[src/rtl/leds_pkg.sv]
// Purpose: shared mode codes and burst FSM encoding for the LED pattern generator.
// Latency: n/a (types and constants only).
// Backpressure: n/a.
package leds_pkg;

  // Channel modes as written on cfg_mode.
  localparam logic [1:0] LED_OFF   = 2'd0;
  localparam logic [1:0] LED_ON    = 2'd1;
  localparam logic [1:0] LED_BLINK = 2'd2;
  localparam logic [1:0] LED_BURST = 2'd3;

  // Burst sequencer state. IDLE is also the resting state for non-burst modes.
  typedef enum logic [1:0] {
    ST_IDLE = 2'd0,
    ST_RUN  = 2'd1,
    ST_DONE = 2'd2
  } burst_state_t;

endpackage

[src/rtl/leds_pattern_gen_channel.sv]
// Purpose: one LED channel: config regs, half-period counter, pulse counter, burst FSM.
// Latency: a config write is visible on led/done/busy one cycle after the write edge.
// Backpressure: none; a write is always accepted and aborts any burst in progress.
module leds_pattern_gen_channel
  import leds_pkg::*;
#(
  parameter int               CNT_W      = 28,
  parameter int               BURST_W    = 8,
  parameter logic [CNT_W-1:0] RST_PERIOD = 28'd40_000_000
) (
  input  logic               clk,
  input  logic               rst,
  input  logic               wr_en,
  input  logic [1:0]         wr_mode,
  input  logic [CNT_W-1:0]   wr_period,
  input  logic [BURST_W-1:0] wr_count,
  output logic               led,
  output logic               done,
  output logic               busy
);

  logic [1:0]         mode_q,   mode_d;
  logic [CNT_W-1:0]   period_q, period_d;
  logic [BURST_W-1:0] count_q,  count_d;
  logic [CNT_W-1:0]   cnt_q,    cnt_d;
  logic [BURST_W-1:0] pulse_q,  pulse_d;
  burst_state_t       state_q,  state_d;
  logic               led_q,    led_d;
  logic               done_q,   done_d;

  logic               half_end;
  logic [BURST_W-1:0] pulse_inc;

  assign half_end  = (cnt_q == period_q);
  assign pulse_inc = pulse_q + 1'b1;

  // Next-state: a write reloads everything and restarts; otherwise run the current mode.
  always_comb begin
    mode_d   = mode_q;
    period_d = period_q;
    count_d  = count_q;
    cnt_d    = cnt_q;
    pulse_d  = pulse_q;
    state_d  = state_q;
    led_d    = led_q;
    done_d   = 1'b0;

    if (wr_en) begin
      mode_d   = wr_mode;
      period_d = wr_period;
      count_d  = wr_count;
      cnt_d    = '0;
      pulse_d  = '0;
      led_d    = (wr_mode == LED_ON);
      state_d  = ST_IDLE;
      if (wr_mode == LED_BURST) begin
        if (wr_count == '0) begin
          // Empty burst: finish straight away so the requester still sees a done pulse.
          state_d = ST_DONE;
          done_d  = 1'b1;
        end else begin
          state_d = ST_RUN;
        end
      end
    end else begin
      case (mode_q)
        LED_OFF: begin
          led_d = 1'b0;
          cnt_d = '0;
        end
        LED_ON: begin
          led_d = 1'b1;
          cnt_d = '0;
        end
        LED_BLINK: begin
          if (half_end) begin
            cnt_d = '0;
            led_d = ~led_q;
          end else begin
            cnt_d = cnt_q + 1'b1;
          end
        end
        LED_BURST: begin
          if (state_q == ST_RUN) begin
            if (half_end) begin
              cnt_d = '0;
              led_d = ~led_q;
              // A falling edge completes one pulse; the last one ends the burst.
              if (led_q) begin
                if (pulse_inc == count_q) begin
                  state_d = ST_DONE;
                  done_d  = 1'b1;
                  led_d   = 1'b0;
                end else begin
                  pulse_d = pulse_inc;
                end
              end
            end else begin
              cnt_d = cnt_q + 1'b1;
            end
          end else begin
            led_d = 1'b0;
            cnt_d = '0;
          end
        end
        default: begin
          led_d = 1'b0;
          cnt_d = '0;
        end
      endcase
    end
  end

  // State register; reset puts the channel back to OFF with the boot-time period.
  always_ff @(posedge clk or posedge rst) begin
    if (rst) begin
      mode_q   <= LED_OFF;
      period_q <= RST_PERIOD;
      count_q  <= '0;
      cnt_q    <= '0;
      pulse_q  <= '0;
      state_q  <= ST_IDLE;
      led_q    <= 1'b0;
      done_q   <= 1'b0;
    end else begin
      mode_q   <= mode_d;
      period_q <= period_d;
      count_q  <= count_d;
      cnt_q    <= cnt_d;
      pulse_q  <= pulse_d;
      state_q  <= state_d;
      led_q    <= led_d;
      done_q   <= done_d;
    end
  end

  assign led  = led_q;
  assign done = done_q;
  assign busy = (state_q == ST_RUN);

endmodule

[src/rtl/leds_pattern_gen.sv]
// Purpose: NUM_LEDS independent LED channels (OFF/ON/BLINK/BURST) with a shared config port.
// Latency: one cycle from config write edge to led_out/burst_done/busy.
// Backpressure: none; writes to a channel index >= NUM_LEDS are dropped.
module leds_pattern_gen
  import leds_pkg::*;
#(
  parameter int               NUM_LEDS   = 4,
  parameter int               CNT_W      = 28,
  parameter int               BURST_W    = 8,
  parameter logic [CNT_W-1:0] RST_PERIOD = 28'd40_000_000,
  parameter int               IDX_W      = (NUM_LEDS > 1) ? $clog2(NUM_LEDS) : 1
) (
  input  logic                clk,
  input  logic                rst,
  input  logic                cfg_we,
  input  logic [IDX_W-1:0]    cfg_idx,
  input  logic [1:0]          cfg_mode,
  input  logic [CNT_W-1:0]    cfg_period,
  input  logic [BURST_W-1:0]  cfg_count,
  output logic [NUM_LEDS-1:0] led_out,
  output logic [NUM_LEDS-1:0] burst_done,
  output logic [NUM_LEDS-1:0] busy
);

  logic [NUM_LEDS-1:0] ch_we;

  // Index decode: only existing channels can match, so out-of-range writes vanish.
  always_comb begin
    ch_we = '0;
    for (int i = 0; i < NUM_LEDS; i++) begin
      ch_we[i] = cfg_we && (cfg_idx == IDX_W'(i));
    end
  end

  for (genvar g = 0; g < NUM_LEDS; g++) begin : g_ch
    leds_pattern_gen_channel #(
      .CNT_W      (CNT_W),
      .BURST_W    (BURST_W),
      .RST_PERIOD (RST_PERIOD)
    ) u_ch (
      .clk       (clk),
      .rst       (rst),
      .wr_en     (ch_we[g]),
      .wr_mode   (cfg_mode),
      .wr_period (cfg_period),
      .wr_count  (cfg_count),
      .led       (led_out[g]),
      .done      (burst_done[g]),
      .busy      (busy[g])
    );
  end

endmodule

[config.mk]
export PLATFORM = sky130hd
export DESIGN_NAME = leds_pattern_gen
export DESIGN_NICKNAME = d
export VERILOG_FILES = /design/src/rtl/leds_pkg.sv /design/src/rtl/leds_pattern_gen_channel.sv /design/src/rtl/leds_pattern_gen.sv
export SDC_FILE = /design/constraint.sdc
export NUM_CORES = 1
export LEC_CHECK = 0
export ABC_CLOCK_PERIOD_IN_PS = 14200
export BUFFER_PORTS_ARGS = -buffer_cell sky130_fd_sc_hd__buf_2
export CORE_ASPECT_RATIO = 1.1
export CORE_MARGIN = 3
export CORE_UTILIZATION = 45
export CTS_CLUSTER_SIZE = 8
export DETAILED_ROUTE_END_ITERATION = 7
export MAX_ROUTING_LAYER = met4
export PLACE_DENSITY_LB_ADDON = 0.12
export SYNTH_ARGS = -nofsm -noshare
export SYNTH_HDL_FRONTEND = slang
export SYNTH_SLANG_ARGS = --single-unit
[constraint.sdc]
create_clock -name clk -period 14.2 [get_ports clk]
set_clock_uncertainty 0.1 [all_clocks]
set_input_delay 0 -clock clk [delete_from_list [all_inputs] [get_ports clk]]
set_output_delay 0 -clock clk [all_outputs]
set_load 0.05 [all_outputs]
==> metrics.md <==
| Metric | Value |
|---|---|
| FF+latch area | just under 0.008 mm2 |
| Gate Count Post-Synth | 1,740 |
| Inst Count DP | 2,163 |
| N_diodes | 0 |
| Slowest-stage cell, CP | nor4_4 |
| Busiest layer in global routing | met2 |
| Critical path startpoint category | register |
| Area Overhead vs Synth | 14.44% |
| Worst-path clk slew | 0.05 ns |
| Min Hold Slack | -0.009879 ns |
| Post-route DRC | 0 |
| Most used DFF post-synth | dfrtp_1 |
| Final hold violations | 2 |
| Number of synthesized flops with an enable pin | 0 |
| TritonCTS clock tree | built |
| Core Rows | between 70 and 80 |
| Fillers | around 3.2k |
| Met1 Track Usage GR | 30.99% |
| Failing checks | hold timing |
| Hold WC Path Type | input pin to async pin |
| Vias | between 10k and 15k |
| Final Setup Violations | 0 |
| Yosys Warn Count | 0 |
| Total CTS buffers | between 40 and 50 |
| Die footprint | ~0.037 mm2 |
| Fmax | 0.3105 GHz |
| Minimum clock period | 3.220 ns |
| Pwr per Cell Area | between 100 and 150 mW/mm2 |
| FFs w/ async S/R, synth | 100.0% |
| Cell area after synthesis | 0.01568 mm2 |
| Post-CTS Setup Bufs | 0 |
| GR Util met2 | 37.81% |
| Crit path max fanout | 15 |
| Critical path class | register to register |
| TritonRoute pass-1 iters | 5 |
| DR WL/cell | 17.93 um |
| Register area share after synthesis | approximately 50% |
| Worst Tran Pin Value | around 1.2 ns |
| Die height | roughly 200 um |
| Max-cap viol count | 0 |
| Max-slew violations | 0 |
| Iteration-0 DRC Markers | about 640 |
| Syn Nets | roughly 1.8k |
| Total GRT Usage | a little under a quarter |
| Setup WS post-layout | roughly 11 ns |
| VDD IR max | slightly below 0.09 mV |
| Port Buffer Count | 54 |
| RSZ-0062 raised after global routing | no |
| IO Pins | 55 |
| Vias in the first global route | roughly 12k |
| CP required | 14.52 ns |
| Initial antenna violation count | 2 |
| CP Capture Type | register |
| Pwr Total | 2.330 mW |
| Die Wd | 184.0 um |
| Drt total wl | 40,940 um |
| Largest net degree at the start of global routing | slightly below 90 |
| Cell Chain, Critical Path | ha_1, nand3_1, or2_1, xnor2_1, nor4_4, nand3b_1, o21ai_0 |
| First-pass GRT wire length | 67,080 um |
| Syn_area_per_cell | 9.013 um2 |
| Clk buf depth | 3 |
| Final Instance Count excl. Fillers | about 2.3k |
| Initial cell density of the core | 45.73% |
| Area of the multi-input gates | approximately 0.0074 mm2 |
| Clk Latency, worst-skew pair | approximately 0.54 ns |
| CTS Sinks | ~310 |
| Period utilization | a little under a quarter |
| Grt ovf | 0 |
| CP arrival | approximately 3.5 ns |
| Final #Nets | roughly 1.9k |
| Setup TNS Final | 0 ns |
| Routed Antenna Nets | 0 |
| Max_slew headroom | a little over a fifth |
| Share of cells above drive strength 1 | a little under a tenth |
| CORE AREA | ~0.034 mm2 |
| Status | finished, violations left |
| CTS H-tree depth | 2 |
| CTS root buf | clkbuf_16 |
| Via density per instance | between 5 and 6 |
| RePlAce Congestion | between 0.8 and 0.9 |
| CP top delay family | simple AND/OR/NAND/NOR gates |
| Crit path buf inv count | 0 |
| Static Leakage | ~7.9 nW |
| Detailed placer's ending HPWL | around 28,000 um |
| Seq cells post-synth | about 310 |
| Pre-CTS worst setup slack | 10.54 ns |
| M3 GR Usage | 3.294% |
| Yosys cell types | slightly below 60 |
| Crit-path max cell delay | about 0.85 ns |
[logic make-up after synthesis]
logic type | synth area share [%]
and+or+nand+nor | 26.97
xor gates and xnor gates | 14.19
muxes | 0.9175
DFF | 50.04
buffers and inverters | 2.792
adders and majority gates | 0.6383
AOI/OAI and AO/OA | 4.460
[layout make-up]
cell class / count / share of cell area (%)
flip-flops and latches: 312 / 43.73
multi-input cells: 1328 / 41.40
clock buffers: 80 / 7.125
repair buffers: 104 / 4.141
well taps: 438 / 3.054
inverters: 20 / 0.4601
clock inverters: 1 / 0.09063
[placed cells by master (no fill, tap or decap), drive strengths merged, types with 5 or more instances in the layout]
cell type and n:
nand2 538, dfrtp 280, xnor2 165, nor2 159, xor2 89, clkbuf 80
buf 65, nand3 59, nand4 56, dlygate4sd3 39, a21oi 33, dfstp 32
and3 20, inv 20, nor4 18, nand2b 17, o21ai 17, nor3 16
o31ai 15, or4 14, and4 13, mux2i 11, o211ai 9, and2 8
ha 8, nor2b 7, nand4b 6, or2 5, a31o 5
[worst reg2reg max path: cells and delay by family (launching register included)]
kind / cells / cell delay, ns
DFF: 1 / 0.44
and+or+nand+nor: 4 / 1.73
xor gates and xnor gates: 1 / 0.20
AOI/OAI and AO/OA: 1 / 0.39
adders and majority gates: 1 / 0.25
[where the power goes]
part           switching [mW]  internal (mW)  leakage [nW]
Sequential             0.0711          0.980          4.05
Clock                   0.386          0.602         0.614
Combinational           0.179          0.112          3.26
[state kept, by name, summed over array words and instances (netlist names)]
name and count:
g_ch.u_ch.cnt_q 112, g_ch.u_ch.period_q 112, g_ch.u_ch.count_q 32, g_ch.u_ch.pulse_q 32, g_ch.u_ch.mode_q 8, g_ch.u_ch.state_q 8
g_ch.u_ch.done 4, g_ch.u_ch.led 4
[repair_timing]
action	4_1_cts	5_1_grt
endpoints found under the hold margin	246	0
endpoints found under the setup margin	0	0
resized for setup	0	0
hold buffers	39	0
[routing by layer]
metal / wire, um / vias up / part of all wire [%]
li1: - / 5873 / -
met1: 18290 / 5848 / 45
met2: 19850 / 245 / 48
met3: 1736 / 72 / 4.2
met4: 1053 / 0 / 2.6
met5: 0 / - / 0
[cell usage after synthesis (all sizes together) (2+ instances only)]
library cell | n | area share [%]
nand2 | 538 | 13
dfrtp | 280 | 45
xnor2 | 165 | 9.2
nor2 | 159 | 3.8
xor2 | 89 | 5.0
nand3 | 59 | 1.9
nand4 | 56 | 2.2
clkbuf | 55 | 1.3
a21oi | 33 | 1.1
dfstp | 32 | 5.4
buf | 25 | 1.0
and3 | 20 | 0.80
inv | 20 | 0.48
nor4 | 18 | 0.92
nand2b | 17 | 0.68
o21ai | 17 | 0.54
nor3 | 16 | 0.54
o31ai | 15 | 0.72
or4 | 14 | 0.67
and4 | 13 | 0.73
mux2i | 11 | 0.70
o211ai | 9 | 0.43
and2 | 8 | 0.32
ha | 8 | 0.64
nor2b | 7 | 0.28
nand4b | 6 | 0.34
a31o | 5 | 0.28
or2 | 5 | 0.20
a211oi | 4 | 0.22
a31oi | 4 | 0.16
or3 | 4 | 0.16
a2111oi | 3 | 0.29
mux2 | 3 | 0.22
a2111o | 2 | 0.14
a21o | 2 | 0.096
and4b | 2 | 0.13
and4bb | 2 | 0.16
nand3b | 2 | 0.096
o221ai | 2 | 0.11
or3b | 2 | 0.11
[metrics by stage]
stage          instance area (um2)  utilization, %
5_1_grt                      17950           52.34
2_1_floorplan                15680               -
3_3_place_gp                 16250           47.40
4_1_cts                      17940           52.31
3_5_place_dp                 16250           47.40
6_report                     17950           52.34
[worst paths after layout]
kind                                           start                   endpoint  slack, ns  cells past startpoint
min                                              rst    g_ch[0].u_ch.pulse_q[6]      -0.01                      3
min reg2reg                g_ch[3].u_ch.period_q[11]  g_ch[3].u_ch.period_q[11]       0.36                      2
max                          g_ch[1].u_ch.pulse_q[0]          g_ch[1].u_ch.done      10.98                      7
max in group asynchronous                        rst    g_ch[3].u_ch.state_q[1]      12.52                      4
min in group clk                          cfg_idx[1]  g_ch[0].u_ch.period_q[11]       0.08                      5
max reg2reg                  g_ch[1].u_ch.pulse_q[0]          g_ch[1].u_ch.done      10.98                      7
(Power assumes the default switching activity.)
